==> src/rtl/cond_arb_pkg.sv <==
// Shared types and default sizing for the condition-check arbiter.
// Holds the FSM state enum and default N_REQ / MAX_BURST values.
package cond_arb_pkg;

    localparam int DEF_N_REQ     = 4;
    localparam int DEF_MAX_BURST = 4;

    localparam int BURST_W = 4;

    typedef enum logic [1:0] {
        ST_IDLE  = 2'd0,
        ST_GRANT = 2'd1,
        ST_RESP  = 2'd2
    } state_t;

endpackage

==> src/rtl/cond_check_arbiter_rr_picker.sv <==
// Combinational round-robin winner selection.
// Ports: i_req (requests), i_ptr (start index) ->
//        o_onehot (winner), o_idx (winner index), o_any (any request).
module rr_picker #(
    parameter int N_REQ = 4
) (
    input  logic [N_REQ-1:0]         i_req,
    input  logic [$clog2(N_REQ)-1:0] i_ptr,
    output logic [N_REQ-1:0]         o_onehot,
    output logic [$clog2(N_REQ)-1:0] o_idx,
    output logic                     o_any
);

    localparam int IW = $clog2(N_REQ);

    logic [IW-1:0] w_j;

    // Scan from i_ptr upward, wrapping; the first requester found wins.
    always_comb begin
        o_onehot = '0;
        o_idx    = '0;
        o_any    = 1'b0;
        w_j      = '0;
        for (int i = 0; i < N_REQ; i++) begin
            w_j = IW'((int'(i_ptr) + i) % N_REQ);
            if (!o_any && i_req[w_j]) begin
                o_any         = 1'b1;
                o_onehot[w_j] = 1'b1;
                o_idx         = w_j;
            end
        end
    end

endmodule

==> src/rtl/cond_check_arbiter.sv <==
// Round-robin arbiter sampling one requester's condition bit per grant.
// Ports: clk, rst_n (async active-low), req/din_rvs/en inputs;
//        gnt, flag, flag_vld, flag_id, busy registered outputs.
// Optional: define COND_ARB_STICKY_EN for burst (sticky) grants.
module cond_check_arbiter
    import cond_arb_pkg::*;
#(
    parameter int N_REQ     = DEF_N_REQ,
    parameter int MAX_BURST = DEF_MAX_BURST
) (
    input  logic                     clk,
    input  logic                     rst_n,
    input  logic [N_REQ-1:0]         req,
    input  logic [N_REQ-1:0]         din_rvs,
    input  logic                     en,
    output logic [N_REQ-1:0]         gnt,
    output logic                     flag,
    output logic                     flag_vld,
    output logic [$clog2(N_REQ)-1:0] flag_id,
    output logic                     busy
);

    localparam int IW = $clog2(N_REQ);

    if (N_REQ < 2 || N_REQ > 8) begin : g_bad_nreq
        $error("N_REQ out of range 2..8");
    end
    if (MAX_BURST < 1 || MAX_BURST > 15) begin : g_bad_burst
        $error("MAX_BURST out of range 1..15");
    end

    state_t           r_state, w_state_nxt;
    logic [N_REQ-1:0] r_gnt, w_gnt_nxt;
    logic [IW-1:0]    r_id, w_id_nxt;
    logic [IW-1:0]    r_ptr, w_ptr_nxt;
    logic             r_flag, w_flag_nxt;
    logic             r_flag_vld, w_flag_vld_nxt;
    logic [IW-1:0]    r_flag_id, w_flag_id_nxt;

    logic [N_REQ-1:0] w_pick_onehot;
    logic [IW-1:0]    w_pick_idx;
    logic             w_pick_any;
    logic [IW-1:0]    w_ptr_inc;
    logic             w_sample;

`ifdef COND_ARB_STICKY_EN
    logic [BURST_W-1:0] r_burst, w_burst_nxt;
    logic [N_REQ-1:0]   w_id_onehot;
    logic               w_stay;
`endif

    rr_picker #(
        .N_REQ (N_REQ)
    ) u_picker (
        .i_req    (req),
        .i_ptr    (r_ptr),
        .o_onehot (w_pick_onehot),
        .o_idx    (w_pick_idx),
        .o_any    (w_pick_any)
    );

    // Pointer moves just past the requester that was served.
    assign w_ptr_inc = (r_id == IW'(N_REQ - 1)) ? '0 : r_id + 1'b1;
    assign w_sample  = din_rvs[r_id] & en;

`ifdef COND_ARB_STICKY_EN
    assign w_id_onehot = {{(N_REQ-1){1'b0}}, 1'b1} << r_id;
    assign w_stay      = req[r_id] &&
                         (r_burst < BURST_W'(MAX_BURST));
`endif

    always_comb begin
        w_state_nxt    = r_state;
        w_gnt_nxt      = r_gnt;
        w_id_nxt       = r_id;
        w_ptr_nxt      = r_ptr;
        w_flag_nxt     = r_flag;
        w_flag_vld_nxt = r_flag_vld;
        w_flag_id_nxt  = r_flag_id;
`ifdef COND_ARB_STICKY_EN
        w_burst_nxt    = r_burst;
`endif
        unique case (r_state)
            ST_IDLE: begin
                if (w_pick_any) begin
                    w_gnt_nxt   = w_pick_onehot;
                    w_id_nxt    = w_pick_idx;
                    w_state_nxt = ST_GRANT;
`ifdef COND_ARB_STICKY_EN
                    w_burst_nxt = BURST_W'(1);
`endif
                end
            end
            ST_GRANT: begin
                // Sampled even if req dropped during the grant.
                w_flag_nxt     = w_sample;
                w_flag_vld_nxt = 1'b1;
                w_flag_id_nxt  = r_id;
                w_gnt_nxt      = '0;
                w_state_nxt    = ST_RESP;
            end
            ST_RESP: begin
                w_flag_vld_nxt = 1'b0;
`ifdef COND_ARB_STICKY_EN
                if (w_stay) begin
                    // Same requester again, pointer held.
                    w_gnt_nxt   = w_id_onehot;
                    w_burst_nxt = r_burst + 1'b1;
                    w_state_nxt = ST_GRANT;
                end else begin
                    w_ptr_nxt   = w_ptr_inc;
                    w_state_nxt = ST_IDLE;
                end
`else
                w_ptr_nxt   = w_ptr_inc;
                w_state_nxt = ST_IDLE;
`endif
            end
            default: begin
                w_gnt_nxt      = '0;
                w_flag_vld_nxt = 1'b0;
                w_state_nxt    = ST_IDLE;
            end
        endcase
    end

    always_ff @(posedge clk or negedge rst_n) begin
        if (!rst_n) begin
            r_state    <= ST_IDLE;
            r_gnt      <= '0;
            r_id       <= '0;
            r_ptr      <= '0;
            r_flag     <= 1'b0;
            r_flag_vld <= 1'b0;
            r_flag_id  <= '0;
        end else begin
            r_state    <= w_state_nxt;
            r_gnt      <= w_gnt_nxt;
            r_id       <= w_id_nxt;
            r_ptr      <= w_ptr_nxt;
            r_flag     <= w_flag_nxt;
            r_flag_vld <= w_flag_vld_nxt;
            r_flag_id  <= w_flag_id_nxt;
        end
    end

`ifdef COND_ARB_STICKY_EN
    always_ff @(posedge clk or negedge rst_n) begin
        if (!rst_n) begin
            r_burst <= '0;
        end else begin
            r_burst <= w_burst_nxt;
        end
    end
`endif

    assign gnt      = r_gnt;
    assign flag     = r_flag;
    assign flag_vld = r_flag_vld;
    assign flag_id  = r_flag_id;
    assign busy     = (r_state != ST_IDLE);

endmodule

==> config.mk <==
export PLATFORM = sky130hd
export DESIGN_NAME = cond_check_arbiter
export DESIGN_NICKNAME = d
export VERILOG_FILES = /design/src/rtl/cond_arb_pkg.sv /design/src/rtl/cond_check_arbiter_rr_picker.sv /design/src/rtl/cond_check_arbiter.sv
export SDC_FILE = /design/constraint.sdc
export NUM_CORES = 1
export LEC_CHECK = 0
export BUFFER_PORTS_ARGS = -buffer_cell sky130_fd_sc_hd__buf_2
export CAP_MARGIN = 20
export CORE_ASPECT_RATIO = 2
export CORE_UTILIZATION = 35
export CTS_BUF_LIST = sky130_fd_sc_hd__clkbuf_8
export DETAILED_ROUTE_END_ITERATION = 8
export HOLD_SLACK_MARGIN = 0.06
export PLACE_DENSITY = 0.64
export SLEW_MARGIN = 10
export SYNTH_ARGS = -nofsm -noshare
export SYNTH_HDL_FRONTEND = slang
export SYNTH_SLANG_ARGS = --single-unit
==> constraint.sdc <==
create_clock -name clk -period 3.3 [get_ports clk]
set_input_delay 0.66 -clock clk [delete_from_list [all_inputs] [get_ports clk]]
set_output_delay 0.66 -clock clk [all_outputs]
set_load 0.01 [all_outputs]
# --- Word level (Yosys, flattened, before mapping) ---
# Cells that the tools add are included.
# W data, S select, Z words.
word_totals:
  ff_bits: 14
  input_bits: 11
  output_inout_bits: 9
  word_cells: 79
op_classes:
  n_addsub: 4
  magnitude_cmp: 9
  n_eq_ne: 4
  muxes: 36
  bitwise: 5
  reduce_logical: 14
op_table:
  columns: ["op", "n"]
  rows:
  - ["$mux W4", 5]
  - ["$lt A2 B3 Y1 const B", 5]
  - ["$mux W1", 13]
  - ["$mux W2", 6]
  - ["$or A4 B4 Y4", 3]
  - ["$bmux W1 S2", 5]
  - ["$demux W1 S2", 4]
  - ["$ge A2 B1 Y1 const B", 4]
  - ["$pmux W4 S2", 1]
  - ["$logic_and A1 B1 Y1", 7]
  - ["$add A2 B1 Y2 const B", 2]
  - ["$add A2 B2 Y2 const B", 2]
  - ["$eq A2 B2 Y1 const B", 2]
  - ["$pmux W2 S2", 1]
  - ["$reduce_and A2 Y1", 2]
  - ["$logic_not A1 Y1", 3]
  - ["$eq A2 B1 Y1 const B", 1]
  - ["$logic_not A2 Y1", 1]
  - ["$ne A2 B1 Y1 const B", 1]
  - ["$pmux W1 S2", 1]
  - ["$reduce_bool A2 Y1", 1]
  - ["$and A1 B1 Y1", 1]
  - ["$not A1 Y1", 1]

# --- Longest topological paths before layout ---
# Gate-level depths: netlist (run 1).
logic_depth:
  ltp_word: 14
  ltp_mapped: 9
  depth_no_buf: 7

# --- Hierarchy ---
# Synthesis (run 1) repeated with hierarchy kept, for this count alone.
unflattened:
  cells_unflattened: 89
  hier_area_um2: 1001.0
modules_own_cells:
  columns: ["module", "instances", "cells_per_inst", "area_per_inst_um2", "seq_area_each_um2"]
  rows:
  - ["cond_check_arbiter", 1, 44, 579.3, 350.3]
  - ["rr_picker", 1, 45, 421.7, 0.0]

# --- Least setup slack after synthesis (run 1) ---
# Ideal clock, no wire load.
synth_timing:
  path_type: "register to register"
  start: "reg r_ptr[1]"
  end: "reg r_id[0]"
  t_arrival_ps: 2287
  required_time_ps: 3158
  setup_slack_ps: 871
  path_stages_with_launch: 10
  n_path_buf: 2
  cell_sequence: "dfrtp_1 > buf_2 > inv_1 > ha_1 > buf_2 > mux2_2 > mux2i_1 > o21ai_0 > a32oi_1 > a21oi_1"
synth_between:
  elab_chain_cells: 13
  elab_cells_between_ends: 26
  classes_between: "3 x add/sub; 16 x mux; 7 x reduce/logical"
synth_rtl:
  columns: ["item", "line_no", "source"]
  rows:
  - ["start: declaration", "cond_check_arbiter.sv:35", "logic [IW-1:0] r_ptr, w_ptr_nxt;"]
  - ["start signal: assignment", "cond_check_arbiter.sv:140", "r_ptr <= w_ptr_nxt;"]
  - ["branches (longest 13 deep; another with $add A2 B1 Y2)", null, null]
  - ["end signal: assignment", "cond_check_arbiter.sv:139", "r_id <= w_id_nxt;"]
  - ["end: declaration", "cond_check_arbiter.sv:34", "logic [IW-1:0] r_id, w_id_nxt;"]
# Parallel ways; which one is timed is not known. The select of a mux whose other input is x is not followed.
# A chain may end at the register's enable or synchronous reset.

# --- Worst setup path in the final report (run 1) ---
# Same ends and word-level chain as after synthesis.

==> qor.txt, run 1 <==
WS Path Type: reg -> reg
Detailed-route wire length per cell: 16.5 um
Clock network power share: 0.114
Area Overhead vs Synth: 11.7%
Via count: 1054
Seq/Total Area, Yosys: 0.285
Max incr delay on CP: 520 ps
Ratio of cells with drive above 1 in the final layout: 0.279
Die ar.: 3770 um^2
Top cell type's share of synthesized area: 0.285
Clk buf depth: 2
All-layer global routing usage: 0.161
Fraction of registers with async set/reset: 1.00
Synth Instances: 124
Core Region: 3380 um^2
First-pass GRT wire length: 4640 um
Antenna viol nets, final: 0
DR vias/cell: 6.13
Setup violators final: 0
H-tree Lvls: 1
Post-synth EDFFs: 0
Combinational fraction of design power: 0.666
PortBufs: 19
Critical Path End Type: flip-flop
Worst hold path class: in -> async
GP Congestion: 0.919
Ys Warns: 0
Total congestion overflow after global routing: 0
Count leader, synth: dfrtp_1
Reg2reg end: r_id[0]
Seq cells post-synth: 14
Total negative slack: 0 ps
Pwr Total: 1.43 mW
Vias in the first global route: 1039
Initial Util: 0.364
Mapped Area: 1230 um^2
Die X: 43.9 um
Static Leak: 0.603 nW
Clock Latency Late Sink: 240 ps
PD cells: 1040 nW/um^2
Die Span Y: 85.9 um
Synth top area cells: dfrtp_1, mux4_2, ha_1
P_int: 0.780 mW
CTS Buf Count: 3
Synth Area per Inst: 9.93 um^2
Final std cells w/o fill: 172
WP data required: 3410 ps
Dpl hpwl: 2170 um
Final WL: 2830 um
Max Cap Viol: 0
ANT cells: 0
Slew Viols, Final: 0
Fill cells: 335
Worst Reg-to-Reg Cells: 7
Cells after DPL: 168
Worst path arrival time: 2620 ps
Fin crit share: 0.761
DRC Markers: 4
Sw Ratio: 0.456
Main synth FF type: dfrtp_1
Setup Buffers After CTS: 0
CTS root buf: clkbuf_8
Largest net degree at the start of global routing: 28
Kind of cell adding the most delay to the critical path: multiplexers
CP Max Fanout: 10
Initial DRC count: 44
Switching power: 0.655 mW
Slew @ Worst Pin: 517 ps
FF-to-FF Start: r_ptr[1]
FF/Latch Area: 350 um^2
Hold Fails Final Rpt: 0
Area leader, netlist: dfrtp_1
TritonCTS clock tree: built
Worst path slowest cell: ha_1
Mapped Nets: 143
Commonest cells in the netlist: dfrtp_1, nor2_1, ha_1, nand2_1, nand2b_1
Clock Skew: 0.985 ps
TritonRoute pass-1 iters: 6
Worst-path cell chain: inv_1 -> ha_1 -> mux2_2 -> mux2i_1 -> o21ai_0 -> a32oi_1 -> a21oi_1
Failing checks: design-rule violations
Ports: 20
Worst vdd ir: 0.000326 V
Tmin final: 2510 ps
Initial antenna violation count: 0
Rows: 30
RSZ-0062 raised after global routing: false
Slew headroom: 0.645
Startpoint Class: flip-flop
Worst Path Buf+Inv: 1
Post-CTS sizing: 0
Fin nets: 160
Status: finished, violations left
Clk pin slew, worst setup/hold paths: 60 ps
Reg power frac: 0.219
Count of different cell masters after synthesis: 35
Hold_buf cts: 0
CTS Sinks: 14
Area occupied by multi-input gates: 801 um^2
Reg2Reg Setup Slack: 790 ps
FMAX: 0.398 GHz
WP depth: 7
worst register-to-register path, delay by kind of cell (launching register included):
kind                     cells  cell delay, ps
buffers and inverters        1             120
adder cells (fa/ha/maj)      1             520
AO/OA/AOI/OAI                3             520
flip-flops                   1             350
multiplexers                 2             860
power by group through the flow:
stage                     clock, mW  sequential, mW  combinational (mW)
after floorplan                   0           0.331               0.726
after global placement            0           0.312               0.926
after detailed placement          0           0.316               0.945
after CTS                     0.167           0.314               0.949
after global routing          0.172           0.326                1.05
final                         0.164           0.314               0.956
worst max-delay path by stage:
stage,to,from
after detailed placement,r_id[0],r_ptr[0]
final,r_id[0],r_ptr[1]
after floorplan,r_id[0],r_ptr[1]
after global routing,r_id[0],r_ptr[1]
after global placement,r_id[1],req[3]
after CTS,r_id[0],r_ptr[1]
sequential cells by signal, indices dropped and copies added, names as in the netlist:
| name | cells |
|---|---|
| r_id | 2 |
| flag | 1 |
| flag_id | 2 |
| r_state | 2 |
| r_ptr | 2 |
| gnt | 4 |
| flag_vld | 1 |
cell families after synthesis:
kind of cell,after synthesis,share of synthesized area
AO/OA/AOI/OAI,39,0.242
AND/OR/NAND/NOR,34,0.149
multiplexers,15,0.178
buffers and inverters,14,0.0650
flip-flops,14,0.285
adder cells (fa/ha/maj),8,0.0813
layout make-up:
cell class / count / share of cell area
Clock buffer: 4 / 0.0400
Inverter: 5 / 0.0136
Multi-Input combinational cell: 96 / 0.582
Sequential cell: 14 / 0.255
Tap cell: 32 / 0.0291
Timing Repair Buffer: 21 / 0.0801
layout by cell type (no fill, tap or decap), drive strengths merged, types with 5 or more instances in the layout:
cell type and instances:
buf 21, dfrtp 14, nor2 10, nand2 8, ha 8, nand2b 7
inv 5, mux4 5, mux2i 5, o22ai 5, mux2 5, nor2b 5
through the flow:
step / util / hold slack (ps) / setup slack (ps) / cell area [um^2]
after CTS: 0.407 / 302 / 838 / 1380
after detailed placement: 0.391 / 477 / 865 / 1320
after global routing: 0.407 / 320 / 658 / 1380
after global placement: 0.391 / 461 / 915 / 1320
after floorplan: - / 364 / 871 / 1230
final: 0.407 / 298 / 789 / 1380
metal layers:
metal	GRT usage	wire length [um]
met5	0	0
met4	0.0992	46
met3	0.00842	82
met2	0.289	1580
met1	0.175	1120
Power figures use the tool's default switching activity.
==> run 2: changes to the inputs <==
Clock period 3.3 ns to 2.6 ns, I/O delays scaled along.
==> run 2 against run 1 <==
  * Sequential power up 26%
  * The flow still finishes with violations (design-rule violations)
  * Wire length fell by 2.0%
  * Largest cell class unchanged
  * Sequential cell count stayed put
  * Power rose by 27%
  * Worst setup slack got worse by 560 ps
  * Clock skew hardly changed
  * First-iteration DRC count up 23%
  * Clock-buffer cell count stayed put
  * Critical path depth grew 1
  * Via count is 0.95% lower
  * Clock power up 25%
==> qor.txt, run 2 (synthesized netlist as in run 1, its figures left out) <==
Die Span Y: 85.9 um (unchanged)
Critical Path End Type: flip-flop (unchanged)
Ratio of cells with drive above 1 in the final layout: 0.284 (was 0.279)
Worst path arrival time: 2550 ps (was 2620 ps)
Clk buf depth: 2 (unchanged)
Antenna viol nets, final: 0 (unchanged)
ANT cells: 0 (unchanged)
Total congestion overflow after global routing: 0 (unchanged)
DR vias/cell: 6.03 (was 6.13)
Clock Latency Late Sink: 240 ps (about the same)
Largest net degree at the start of global routing: 28 (unchanged)
Die ar.: 3770 um^2 (unchanged)
Fin nets: 161 (was 160)
Kind of cell adding the most delay to the critical path: multiplexers (unchanged)
Worst hold slack: 164 ps (was 298 ps)
Initial DRC count: 54 (was 44)
Startpoint Class: flip-flop (unchanged)
FF-to-FF Start: r_ptr[1] (unchanged)
Slew Viols, Final: 0 (unchanged)
PD cells: 1310 nW/um^2 (was 1040 nW/um^2)
Detailed-route wire length per cell: 16.0 um (was 16.5 um)
Failing checks: design-rule violations (unchanged)
Worst Path Buf+Inv: 2 (was 1)
WS Path Type: reg -> reg (unchanged)
Final WL: 2770 um (was 2830 um)
Initial Util: 0.364 (unchanged)
Rows: 30 (unchanged)
Pwr Total: 1.82 mW (was 1.43 mW)
CP Max Fanout: 10 (unchanged)
First-pass GRT wire length: 4580 um (was 4640 um)
CTS Sinks: 14 (unchanged)
PortBufs: 19 (unchanged)
Post-CTS sizing: 0 (unchanged)
Final WS setup: 227 ps (was 789 ps)
Slew @ Worst Pin: 527 ps (was 517 ps)
Cells after DPL: 169 (was 168)
Area Overhead vs Synth: 12.3% (was 11.7%)
GP Congestion: 0.840 (was 0.919)
Most common cell after layout, fill and taps aside: buf_2 (unchanged)
H-tree Lvls: 1 (unchanged)
Static Leak: 0.608 nW (was 0.603 nW)
TritonRoute pass-1 iters: 8 (was 6)
Worst vdd ir: 0.000533 V (was 0.000326 V)
Setup Buffers After CTS: 0 (unchanged)
Slew headroom: 0.648 (was 0.645)
Dpl hpwl: 2210 um (was 2170 um)
Clock Skew: 1.02 ps (was 0.985 ps)
Core Region: 3380 um^2 (unchanged)
Clk pin slew, worst setup/hold paths: 50 ps (was 60 ps)
Setup violators final: 0 (unchanged)
Die X: 43.9 um (unchanged)
Fin crit share: 0.913 (was 0.761)
Via count: 1044 (was 1054)
Pre-CTS setup slack: 260 ps (was 865 ps)
Worst path slowest cell: ha_1 (unchanged)
WP data required: 2780 ps (was 3410 ps)
Final std cells w/o fill: 173 (was 172)
Max Cap Viol: 0 (unchanged)
RSZ-0062 raised after global routing: false (unchanged)
DRC Markers: 2 (was 4)
All-layer global routing usage: 0.158 (was 0.161)
Placed instance area: 1330 um^2 (was 1320 um^2)
Most frequent cells in the layout: buf_2, dfrtp_1, nor2_1 (unchanged)
Total negative slack: 0 ps (unchanged)
Hold Fails Final Rpt: 0 (unchanged)
Worst hold path class: in -> async (unchanged)
TritonCTS clock tree: built (unchanged)
Worst Reg-to-Reg Cells: 8 (was 7)
Ports: 20 (unchanged)
CTS Buf Count: 3 (unchanged)
Core Util, Final: 0.409 (was 0.407)
FMAX: 0.421 GHz (was 0.398 GHz)
Number of flip-flops under the largest register name: 4 (unchanged)
CTS root buf: clkbuf_8 (unchanged)
Initial antenna violation count: 0 (unchanged)
Area of all placed cells without fillers: 1380 um^2 (about the same)
Max incr delay on CP: 520 ps (about the same)
Reg2Reg Setup Slack: 230 ps (was 790 ps)
Worst-path cell chain: inv_1 -> ha_1 -> mux2_2 -> mux2i_1 -> buf_4 -> a221oi_1 -> o2bb2ai_1 -> a22o_1 (was inv_1 -> ha_1 -> mux2_2 -> mux2i_1 -> o21ai_0 -> a32oi_1 -> a21oi_1)
Status: finished, violations left (unchanged)
Hold_buf cts: 0 (unchanged)
Vias in the first global route: 1023 (was 1039)
Tmin final: 2370 ps (was 2510 ps)
Reg2reg end: gnt[2] (was r_id[0])
[run 2: how the worst max path moves through the flow]
stage | cells past startpoint | start | slack (ps) | endpoint
floorplan | 9 | r_ptr[1] | 170 | r_id[0]
global placement | 7 | r_ptr[1] | 330 | gnt[1]
detailed placement | 8 | r_ptr[1] | 260 | gnt[2]
CTS | 8 | r_ptr[1] | 240 | gnt[2]
global route | 8 | r_ptr[1] | 90 | gnt[2]
finish | 8 | r_ptr[1] | 230 | gnt[2]
[run 2: report_power, final]
| group | total [mW] | internal, mW | switching [mW] |
|---|---|---|---|
| sequential | 0.396 | 0.319 | 0.0768 |
| clock | 0.205 | 0.134 | 0.0709 |
| combinational | 1.21 | 0.547 | 0.668 |
[run 2: layout make-up]
cell class | instances | area [um^2]
Fill cell | 340 | 2000
Multi-Input combinational cell | 96 | 801
Sequential cell | 14 | 350
Timing Repair Buffer | 22 | 118
Clock buffer | 4 | 55.1
Tap cell | 32 | 40.0
Inverter | 5 | 18.8
[run 2: worst reg2reg max path: cells and delay by family, from the launching register on]
kind	cells	cell delay, ps
AO/OA/AOI/OAI	3	390
multiplexers	2	740
flip-flops	1	360
adder cells (fa/ha/maj)	1	520
buffers and inverters	2	310
[run 2: metal layers]
metal  wire, um  global-route usage  vias up  share of wire
met5          0                   0        -              0
met4         33              0.0937        0          0.012
met3         77              0.0126        4          0.028
met2       1610               0.285       36           0.58
met1       1050               0.170      503           0.38
li1           -                   -      501              -
==> run 3: changes to the inputs <==
Settings changed: PLACE_DENSITY 0.64 to default.
==> run 3 against run 2 <==
  * The run still ends with design-rule violations left
  * Sequential share of layout area rose by 0.12 points
  * Power decreased by 0.84%
  * Combinational power hardly changed
  * Critical path type unchanged
  * Critical endpoint is now gnt[1]
  * Largest power group unchanged
  * Highest routed layer unchanged
==> qor.txt, run 3 (synthesized netlist as in run 1, its figures left out) <==
Status: finished, violations left (unchanged)
Failing checks: design-rule violations (unchanged)
Worst vdd ir: 0.000416 V (was 0.000533 V)
Most common cell after layout, fill and taps aside: buf_2 (unchanged)
Fill cells: 339 (was 340)
DRC Markers: 5 (was 2)
Total congestion overflow after global routing: 0 (unchanged)
Initial Util: 0.364 (unchanged)
Die Span Y: 85.9 um (unchanged)
Clk pin slew, worst setup/hold paths: 50 ps (about the same)
Fin crit share: 0.890 (was 0.913)
PortBufs: 19 (unchanged)
Max Used Layer: met4 (unchanged)
Fin nets: 162 (was 161)
Initial antenna violation count: 0 (unchanged)
Ports: 20 (unchanged)
Worst-path cell chain: inv_1 -> ha_1 -> mux2_2 -> nor2b_1 -> a2111oi_0 -> o2bb2ai_1 -> a22o_1 (was inv_1 -> ha_1 -> mux2_2 -> mux2i_1 -> buf_4 -> a221oi_1 -> o2bb2ai_1 -> a22o_1)
Vias in the first global route: 996 (was 1023)
Number of flip-flops under the largest register name: 4 (unchanged)
DR vias/cell: 6.13 (was 6.03)
WP data required: 2720 ps (was 2780 ps)
Worst hold slack: 170 ps (was 164 ps)
Tmin final: 2310 ps (was 2370 ps)
Post-CTS sizing: 0 (unchanged)
Slew headroom: 0.670 (was 0.648)
Worst Reg-to-Reg Cells: 7 (was 8)
Static Leak: 0.605 nW (was 0.608 nW)
Slew @ Worst Pin: 482 ps (was 527 ps)
Dpl hpwl: 2310 um (was 2210 um)
ANT cells: 0 (unchanged)
Final WL: 2890 um (was 2770 um)
Worst hold path class: in -> async (unchanged)
Hold_buf cts: 0 (unchanged)
RSZ-0062 raised after global routing: false (unchanged)
Ratio of cells with drive above 1 in the final layout: 0.284 (unchanged)
Clock Latency Late Sink: 230 ps (was 240 ps)
TritonCTS clock tree: built (unchanged)
Reg2Reg Setup Slack: 290 ps (was 230 ps)
WL met1: 1060 um (was 1050 um)
First-pass GRT wire length: 4750 um (was 4580 um)
Reg2reg end: gnt[1] (was gnt[2])
Rows: 30 (unchanged)
Routed wl met2: 1560 um (was 1610 um)
H-tree Lvls: 1 (unchanged)
Setup violators final: 0 (unchanged)
Hold Fails Final Rpt: 0 (unchanged)
Metal3 WL: 108 um (was 77 um)
Total negative slack: 0 ps (unchanged)
Setup Buffers After CTS: 0 (unchanged)
Detailed-route wire length per cell: 16.7 um (was 16.0 um)
Clk buf depth: 2 (unchanged)
Slew Viols, Final: 0 (unchanged)
CTS Buf Count: 3 (unchanged)
Worst path arrival time: 2430 ps (was 2550 ps)
Critical Path End Type: flip-flop (unchanged)
CTS root buf: clkbuf_8 (unchanged)
WS Path Type: reg -> reg (unchanged)
Core Region: 3380 um^2 (unchanged)
Most frequent cells in the layout: buf_2, dfrtp_1, nor2_1 (unchanged)
Via count: 1060 (was 1044)
Initial DRC count: 24 (was 54)
Die X: 43.9 um (unchanged)
GP Congestion: 0.889 (was 0.840)
Max Cap Viol: 0 (unchanged)
CTS Sinks: 14 (unchanged)
Startpoint Class: flip-flop (unchanged)
Antenna viol nets, final: 0 (unchanged)
PD cells: 1310 nW/um^2 (about the same)
Area Overhead vs Synth: 11.8% (was 12.3%)
Max incr delay on CP: 490 ps (was 520 ps)
FF-to-FF Start: r_ptr[1] (unchanged)
FMAX: 0.432 GHz (was 0.421 GHz)
CP Max Fanout: 10 (unchanged)
Largest net degree at the start of global routing: 28 (unchanged)
All-layer global routing usage: 0.166 (was 0.158)
Worst path slowest cell: ha_1 (unchanged)
TritonRoute pass-1 iters: 6 (was 8)
Die ar.: 3770 um^2 (unchanged)
Kind of cell adding the most delay to the critical path: compound AO/OA/AOI/OAI gates (was multiplexers)
Worst Path Buf+Inv: 1 (was 2)
Clock Skew: 1.34 ps (was 1.02 ps)
## run 3: cell count changes in the layout (fill, tap and decap cells not counted)
cell	delta
buf_4	+1
clkbuf_8	-1
## run 3: report_power, final
group	internal [mW]	switching (mW)	total, mW
clock	0.102	0.0628	0.164
combinational	0.557	0.683	1.24
sequential	0.319	0.0772	0.396
total	0.977	0.823	1.80
## run 3: worst max-delay path by stage
stage                         from  slack, ps  depth (start not counted)      end
after CTS                 r_ptr[1]        260                          7   gnt[1]
after global routing      r_ptr[1]        140                          7   gnt[1]
after global placement    r_ptr[1]        270                          7   gnt[1]
after detailed placement  r_ptr[1]        270                          7   gnt[1]
after floorplan           r_ptr[1]        170                          9  r_id[0]
final                     r_ptr[1]        290                          7   gnt[1]
## run 3: layout make-up
class,count,area [um^2],area share
multi-input combinational,96,801,0.582
clock buffer,3,41.3,0.0300
tap,32,40.0,0.0291
sequential,14,350,0.255
timing repair buffer,23,125,0.0909
inverter,5,18.8,0.0136
## run 3: worst register-to-register path, cell delays in order (launching register included)
cell and delay [ps]:
dfrtp_1 340, inv_1 80, ha_1 490, mux2_2 430, nor2b_1 130, a2111oi_0 390
o2bb2ai_1 140, a22o_1 200
## run 3: per-stage QoR
step	cell area, um^2	util	power, mW	setup slack (ps)	cells
after floorplan	1230	-	1.34	171	124
after global placement	1340	0.395	1.62	274	170
after detailed placement	1340	0.395	1.64	274	170
after CTS	1380	0.407	1.81	258	173
after global routing	1380	0.407	1.95	136	173
final	1380	0.407	1.80	286	173
## run 3: layer usage
| metal | up-vias | GRT usage |
|---|---|---|
| met4 | 0 | 0.121 |
| met1 | 504 | 0.173 |
| met2 | 41 | 0.293 |
| li1 | 504 | - |
| met3 | 11 | 0.0147 |
| met5 | - | 0 |
